[src/rtl/mult_mode_sequencer.sv]
// mult_mode_sequencer
//
// Sequences one job of operand pairs through an external split-precision
// multiplier and sums the lane products of every pair into an accumulator.
// The multiplier registers its product, so a pair accepted at edge t is
// accumulated at edge t+2. A 2-bit valid shift pipeline tracks the pairs
// that are still in flight.
//
// Ports
//   clk, reset             clock; synchronous active-high reset
//   cfg_start/mode/len     job start strobe, precision mode, pair count
//   cfg_a_sign/b_sign      signed-operand flags
//   busy, err_mode         not-idle flag; one-cycle pulse on an illegal-mode start
//   in_valid/ready/a/b     operand stream
//   mul_A/B, mul_*_sign    registered operand and sign drive to the multiplier
//   mul_HALF_0/1/2         lane-split selects
//   mul_C                  multiplier product (1-cycle registered latency)
//   res_valid/ready/data   result handshake
//
// state | meaning
// IDLE  | waiting for cfg_start
// RUN   | accepting operand pairs
// DRAIN | all pairs accepted, waiting for in-flight products
// DONE  | result presented until res_ready
module mult_mode_sequencer #(
    parameter int ACC_W = 24,
    parameter int LEN_W = 8
) (
    input  logic             clk,
    input  logic             reset,
    input  logic             cfg_start,
    input  logic [1:0]       cfg_mode,
    input  logic [LEN_W-1:0] cfg_len,
    input  logic             cfg_a_sign,
    input  logic             cfg_b_sign,
    output logic             busy,
    output logic             err_mode,
    input  logic             in_valid,
    output logic             in_ready,
    input  logic [7:0]       in_a,
    input  logic [7:0]       in_b,
    output logic [7:0]       mul_A,
    output logic [7:0]       mul_B,
    output logic             mul_A_sign,
    output logic             mul_B_sign,
    output logic             mul_HALF_0,
    output logic             mul_HALF_1,
    output logic             mul_HALF_2,
    input  logic [15:0]      mul_C,
    output logic             res_valid,
    input  logic             res_ready,
    output logic [ACC_W-1:0] res_data
);

    typedef enum logic [1:0] {IDLE, RUN, DRAIN, DONE} state_t;

    state_t             state_q, state_d;
    logic [1:0]         mode_q;
    logic               a_sign_q, b_sign_q;
    logic [LEN_W-1:0]   len_q, cnt_q;
    logic [1:0]         vld_q;
    logic [ACC_W-1:0]   acc_q, lane_sum;
    logic               err_q;
    logic               accept, last_pair, start_ok, start_bad, finish, sx;

    function automatic logic [ACC_W-1:0] ext16(input logic [15:0] x, input logic s);
        return {{(ACC_W-16){s & x[15]}}, x};
    endfunction

    function automatic logic [ACC_W-1:0] ext8(input logic [7:0] x, input logic s);
        return {{(ACC_W-8){s & x[7]}}, x};
    endfunction

    function automatic logic [ACC_W-1:0] ext4(input logic [3:0] x, input logic s);
        return {{(ACC_W-4){s & x[3]}}, x};
    endfunction

    assign in_ready   = (state_q == RUN);
    assign busy       = (state_q != IDLE);
    assign res_valid  = (state_q == DONE);
    assign res_data   = acc_q;
    assign err_mode   = err_q;
    assign mul_A_sign = a_sign_q;
    assign mul_B_sign = b_sign_q;
    assign mul_HALF_0 = 1'b0;
    // mode_q is latched on the start edge and cleared on return to IDLE,
    // so the lane selects stay constant for the whole job.
    assign mul_HALF_1 = (mode_q == 2'd1);
    assign mul_HALF_2 = (mode_q == 2'd2);

    assign accept    = in_valid && in_ready;
    assign last_pair = accept && (cnt_q == len_q - 1'b1);
    assign start_ok  = (state_q == IDLE) && cfg_start && (cfg_mode != 2'd3);
    assign start_bad = (state_q == IDLE) && cfg_start && (cfg_mode == 2'd3);
    assign finish    = (state_q == DONE) && res_ready;
    // Any signed operand makes every lane product a signed quantity.
    assign sx        = a_sign_q || b_sign_q;

    always_comb begin
        lane_sum = '0;
        case (mode_q)
            2'd0:    lane_sum = ext16(mul_C, sx);
            2'd1:    lane_sum = ext8(mul_C[7:0], sx) + ext8(mul_C[15:8], sx);
            2'd2:    lane_sum = ext4(mul_C[3:0], sx) + ext4(mul_C[7:4], sx)
                              + ext4(mul_C[11:8], sx) + ext4(mul_C[15:12], sx);
            default: lane_sum = '0;
        endcase
    end

    always_comb begin
        state_d = state_q;
        case (state_q)
            IDLE:    if (start_ok) state_d = (cfg_len == '0) ? DONE : RUN;
            RUN:     if (last_pair) state_d = DRAIN;
            DRAIN:   if (vld_q == 2'b00) state_d = DONE;
            DONE:    if (res_ready) state_d = IDLE;
            default: state_d = IDLE;
        endcase
    end

    always_ff @(posedge clk) begin
        if (reset) begin
            state_q <= IDLE;
        end else begin
            state_q <= state_d;
        end
    end

    always_ff @(posedge clk) begin
        if (reset) begin
            mode_q   <= '0;
            a_sign_q <= 1'b0;
            b_sign_q <= 1'b0;
            len_q    <= '0;
            cnt_q    <= '0;
            vld_q    <= '0;
            acc_q    <= '0;
            err_q    <= 1'b0;
            mul_A    <= '0;
            mul_B    <= '0;
        end else begin
            err_q <= start_bad;
            vld_q <= {vld_q[0], accept};
            if (accept) begin
                mul_A <= in_a;
                mul_B <= in_b;
                cnt_q <= cnt_q + 1'b1;
            end
            if (start_ok) begin
                mode_q   <= cfg_mode;
                a_sign_q <= cfg_a_sign;
                b_sign_q <= cfg_b_sign;
                len_q    <= cfg_len;
                cnt_q    <= '0;
                acc_q    <= '0;
            end else if (vld_q[1]) begin
                acc_q <= acc_q + lane_sum;
            end
            if (finish) begin
                mode_q   <= '0;
                a_sign_q <= 1'b0;
                b_sign_q <= 1'b0;
            end
        end
    end

endmodule
[config.mk]
export PLATFORM = sky130hd
export DESIGN_NAME = mult_mode_sequencer
export DESIGN_NICKNAME = d
export VERILOG_FILES = /design/src/rtl/mult_mode_sequencer.sv
export SDC_FILE = /design/constraint.sdc
export NUM_CORES = 1
export LEC_CHECK = 0
export ABC_AREA = 1
export CAP_MARGIN = 20
export CORE_MARGIN = 2
export CORE_UTILIZATION = 30
export DETAILED_ROUTE_END_ITERATION = 16
export GPL_TIMING_DRIVEN = 0
export PLACE_DENSITY = 0.56
export SYNTH_ARGS = -nofsm -noshare
export SYNTH_HDL_FRONTEND = slang
export SYNTH_SLANG_ARGS = --single-unit
[constraint.sdc]
create_clock -name clk -period 7.5 [get_ports clk]
set_input_delay 2.25 -clock clk [delete_from_list [all_inputs] [get_ports clk]]
set_output_delay 2.25 -clock clk [all_outputs]
set_load 0.02 [all_outputs]
# Word-level counts from Yosys, hierarchy flattened
# Cells that the tools add are included.
[word_totals]
ff_bits = 65
latchBits = 0
ram_bits = 0
romBits = 0
inputBits = 49
output_inout_bits = 49
word_cells = 56
n_memories = 0
[op_classes]
addsub = 7
mul = 0
div = 0
n_lt_le_gt_ge = 0
n_eq_ne = 12
shift = 0
muxes = 7
bitwise_logic = 4
n_reduce_logical = 15
[ops]
columns = ["operator", "n"]
rows = [
  ["case mux 24 bit (3 select lines)", 1],
  ["adder 24 bit", 1],
  ["adder 9 x 9 -> 10 bit", 1],
  ["two-way mux 2 bit", 5],
  ["adder 7 x 5 -> 8 bit", 1],
  ["adder 8 x 1 -> 8 bit, second input constant", 1],
  ["equality test 2 bit, second input constant", 4],
  ["equality test 8 bit", 1],
  ["logical NOT 8 bit", 1],
  ["case mux 2 bit (4 select lines)", 1],
  ["subtractor 8 x 1 -> 8 bit, second input constant", 1],
  ["adder 6 x 5 -> 7 bit", 1],
  ["adder 5 x 5 -> 6 bit", 1],
  ["logical AND 1 bit", 6],
  ["logical NOT 2 bit", 3],
  ["inequality test 2 bit, second input constant", 3],
  ["bitwise AND 1 bit", 4],
  ["equality test 2 x 1 -> 1 bit, second input constant", 2],
  ["inequality test 2 x 1 -> 1 bit, second input constant", 2],
  ["AND reduction 4 bit", 1],
  ["OR reduction 2 bit", 2],
  ["nonzero test 2 bit", 1],
  ["logical OR 1 bit", 1],
]

# Depth between registers and ports, before layout
[depth]
ltp_word = 7
ltp_mapped = 31
mapped_depth_nobuf = 31

# Worst setup path after synthesis
# No wires, ideal clock.
[synth_timing]
path_kind = "input port to flip-flop"
start = "input mul_C[15]"
end = "register acc_q[14] (netlist: res_data[14])"
setup_ns = 0.115
arrival_time_ns = 5.848
t_required_ns = 7.385
path_slack_ns = 1.537
stages = 22
path_cell_list = "inv_1 nor2_1 fa_1 fa_1 ha_1 nand2_1 inv_1 nand4_1 nand3_1 nand2_1 nand3b_1 nand2_1 inv_1 o21ai_0 ha_1 a21oi_1 o21ai_0 a21oi_1 o21ai_1 xor2_1 o21ai_0 inv_1"
[synth_between]
elab_chain_len = 4
[synth_rtl]
columns = ["item", "line", "text"]
rows = [
  ["start, declared", "49", "input logic [15:0] mul_C,"],
  ["bitwise AND 1 bit", "71, 75", ""],
  ["adder 9 x 9 -> 10 bit / adder 7 x 5 -> 8 bit (equally long branches)", "103, 105", ""],
  ["case mux 24 bit (3 select lines) *", "101", "case (mode_q)"],
  ["adder 24 bit *", "157", "acc_q <= acc_q + lane_sum;"],
  ["end signal, assigned", "157", ""],
  ["end, declared", "62", "logic [ACC_W-1:0] acc_q, lane_sum;"],
]
# Every way passes the cells marked *; elsewhere a longest branch is shown, timed or not.
# A chain may end at the register's enable or synchronous reset.

# Worst setup path in the final report
[layout_timing]
start = "input mul_C[1]"
end = "register acc_q[18] (netlist: res_data[18])"
[layout_between]
elab_chain_len = 5
[layout_rtl]
columns = ["item", "line", "text"]
rows = [
  ["adder 5 x 5 -> 6 bit", "104", "2'd2: lane_sum = ext4(mul_C[3:0], sx) + ext4(mul_C[7:4], sx)"],
  ["adder 6 x 5 -> 7 bit", "105", "+ ext4(mul_C[11:8], sx) + ext4(mul_C[15:12], sx);"],
  ["adder 7 x 5 -> 8 bit", "105", ""],
  ["case mux 24 bit (3 select lines) *", "101", ""],
  ["adder 24 bit *", "157", ""],
]
# Marks and branches as above.

==> qor.csv <==
stage;metric;value;unit
status;status;completed;
yosys;ys_top_cells_by_area;dfxtp_1 (25%), ha_1 (11%), nand2_1 (10%);
power;p_per_area;264.7;nW/um^2
power;internal_power;1.039;mW
yosys;synth_cell_type_count;51;
critical_path;reg2reg_slack;2.46;ns
yosys;synth.ff_latch_count;65;
timing;rsz0062_at_grt;false;
timing;maxSlewHeadroom;0.5826;
grt;grt_pass1_wl;23.78;mm
finish;insertedDiodeCount;0;
yosys;yosys_warnings;0;
flow_run;cap_violations;0;
clock_tree;numCtsBuffers;9;
die;die_area;18510;sq um
clock_tree;cts_resized;0;
yosys;synthMostInstantiatedCell;nand2_1;
critical_path;r2r-start;mul_B_sign;
power;vdd_drop_max;0.1487;mV
routing;wl_met3;973;um
placement;gp_congestion;0.9229;
yosys;synthTopCellsByCount;nand2_1 (142), nor2_1 (125), inv_1 (111);
finish;areaGrowthSynthToFinish;29.66;%
critical_path;rr_worst_depth;24;
yosys;synth_nets;891;
die;core_area;17180;sq um
critical_path;end_kind;flop;
power;seqPwrFrac;0.236;
min_path;hp-class;reg -> reg;
min_path;whs_path_depth;2;
die;die_y;136.0;um
clock_tree;cts_root_buf;clkbuf_16;
critical_path;timing.rr.end;res_data[18];
power;combPwrFrac;0.507;
power;p_sw;0.7564;mW
critical_path;crit_required;7.74;ns
routing;drt_iter0_markers;200;
yosys;syn_inst;783;
placement;port-buffer-count;95;
power;leakagePower;3.124;nW
min_path;hp-start;vld_q[0];
routing;dr.pass1.iters;5;
routing;top_layer;met4;
clock_tree;cts_setup_buffers;0;
die;row_count;48;
finish;fin_nets;997;
timing;max_freq;144.1;MHz
critical_path;crit_fanout;7;
yosys;synth-edff-count;0;
power;clock_power_share;0.257;
clock_tree;clock_latency;0.35;ns
yosys;synth_top_area_cell;dfxtp_1;
grt;grt_overflow;0;
yosys;yosysSeqAreaShare;0.2488;
timing;fin_tns_setup;0;ns
critical_path;crit_arrival;7.18;ns
grt;grt_max_degree;13;
finish;final_layout_size_suffix_gt1_frac;0.05928;
routing;wl_met1;6.689;mm
finish;stdcell_area;6782;sq um
routing;num_vias;5175;
power;sw_frac_of_total;0.4214;
die;die_x;136.0;um
grt;grtUsageTotal;0.1643;
critical_path;critPathKind;in -> reg;
timing;finClkSkew;0.009512;ns
die;initial_core_util;0.3045;
placement;dp_hpwl;11.75;mm
timing;timing_hold_violations_final;0;
yosys;synth_ff_type;dfxtp_1;
routing;drc_errors;0;
clock_tree;clkTransAtPathRegs;0.06;ns
timing;min_period;6.941;ns
routing;wirelength;14.35;mm
routing;detail_route.wl_per_cell;12.83;um
clock_tree;cts_max_level;3;
critical_path;cp-start-kind;input pin;
routing;wl_met2;6.320;mm
yosys;async_flop_share;0;
die;io_pins;98;
timing;worstMarginPinSlew;0.6238;ns
grt;grt_pass1_vias;4889;
yosys;yosys.area.top_type_share;0.2488;
routing;via_per_inst;4.625;
clock_tree;clock_sinks;65;
grt;antenna_found_initial;0;
min_path;min_to;vld_q[1];
timing;drv_slew;0;
clock_tree;ctsHoldBuffers;0;
clock_tree;cts_tree;yes;
yosys;syn_area_per_cell;6.679;sq um
timing;setup_viol;0;
timing;finalCritPeriodShare;0.9255;
placement;placed_cell_area;6462;sq um
routing;ant_nets;0;
clock_tree;cts_buffer_depth;2;
yosys;syn_area;5230;sq um
==> power by group through the flow <==
stage	logic, mW	registers [mW]	clock network (mW)
floorplan	0.621	0.457	0
global placement	0.911	0.429	0
detailed placement	0.908	0.431	0
CTS	0.914	0.424	0.475
global route	1.04	0.430	0.488
finish	0.911	0.423	0.461
==> through the flow <==
stage	power, mW	hold slack [ns]	setup slack [ns]	std cells	util
2_1_floorplan	1.078	0.3994	1.537	783	-
3_3_place_gp	1.341	0.4102	0.3107	1103	0.3762
3_5_place_dp	1.339	0.4095	0.2926	1103	0.3762
4_1_cts	1.813	0.4185	0.6524	1119	0.3948
5_1_grt	1.954	0.4437	0.2332	1119	0.3948
6_report	1.795	0.4172	0.5590	1119	0.3948
==> final cells by class <==
| type | count | area (sq um) |
|---|---|---|
| timing repair buffer | 95 | 950.9 |
| tap | 225 | 281.5 |
| clock buffer | 10 | 229.0 |
| buffer | 15 | 75.07 |
| inverter | 117 | 444.2 |
| fill | 1881 | 10400 |
| multi-input combinational | 586 | 3410 |
| clock inverter | 6 | 90.09 |
| sequential | 65 | 1301 |
==> critical path, cell delays in order <==
cell and delay (ns):
clkdlybuf4s50_1 0.54, inv_1 0.10, fa_1 0.58, fa_1 0.44, inv_1 0.08, ha_1 0.16, inv_1 0.05, fa_1 0.35
inv_1 0.12, nand4_1 0.12, nand3_1 0.09, nand2_1 0.05, nand3b_1 0.21, nand2_1 0.08, inv_1 0.14, o21ai_0 0.15
ha_1 0.38, a21oi_1 0.32, o21ai_0 0.18, a21oi_1 0.22, o21ai_1 0.14, nand2_1 0.12, a21o_1 0.12, nand3_1 0.06
nand2_1 0.09, inv_1 0.03
==> cells in the final DEF, fill, tap and decap left out, drive strengths merged, types with 2 or more instances in the layout <==
cell type,count
xnor2,9
dfxtp,65
clkinv,3
xor2,14
a21oi,58
nand3b,3
o21ai,68
o21a,3
buf,7
nor2,131
nor4,2
or2,6
o211ai,4
nor3b,2
inv,117
a21o,4
clkdlybuf4s50,95
a31o,4
bufinv,2
nand2,148
ha,46
o221ai,3
a211oi,2
nand4,11
fa,13
nand3,35
a31oi,3
nor3,9
clkbuf,18
o21bai,3
==> flip-flops by register name, summed over array words and instances, names as in the netlist <==
name / cells
cnt_q: 8
res_data: 24
len_q: 8
mul_B: 8
mul_A_sign: 1
err_mode: 1
state_q: 2
mode_q: 2
mul_B_sign: 1
mul_A: 8
vld_q: 2
==> how the worst max path moves through the flow <==
stage,from,end,depth (start not counted)
after global routing,mul_C[7],res_data[18],25
final,mul_C[1],res_data[18],26
after CTS,mul_C[1],res_data[18],26
after global placement,mul_C[1],res_data[18],26
after floorplan,mul_C[15],res_data[14],22
after detailed placement,mul_C[1],res_data[18],26
==> cell families (layout without fill, tap and decap cells) <==
logic type / after synthesis / count (layout) / synth area share
AO/OA/AOI/OAI: 155 / 155 / 0.1670
adder cells (fa/ha/maj): 59 / 59 / 0.1598
flip-flops: 65 / 65 / 0.2488
XOR/XNOR: 23 / 23 / 0.03852
other: 1 / 1 / 0.0007170
buffers and inverters: 132 / 243 / 0.09928
AND/OR/NAND/NOR: 348 / 348 / 0.2859
==> metal layers <==
metal | track usage | up-vias
met5 | 0 | -
li1 | - | 2751
met2 | 0.2630 | 145
met3 | 0.04773 | 23
met1 | 0.2098 | 2256
met4 | 0.05903 | 0
Power figures use the tool's default switching activity.
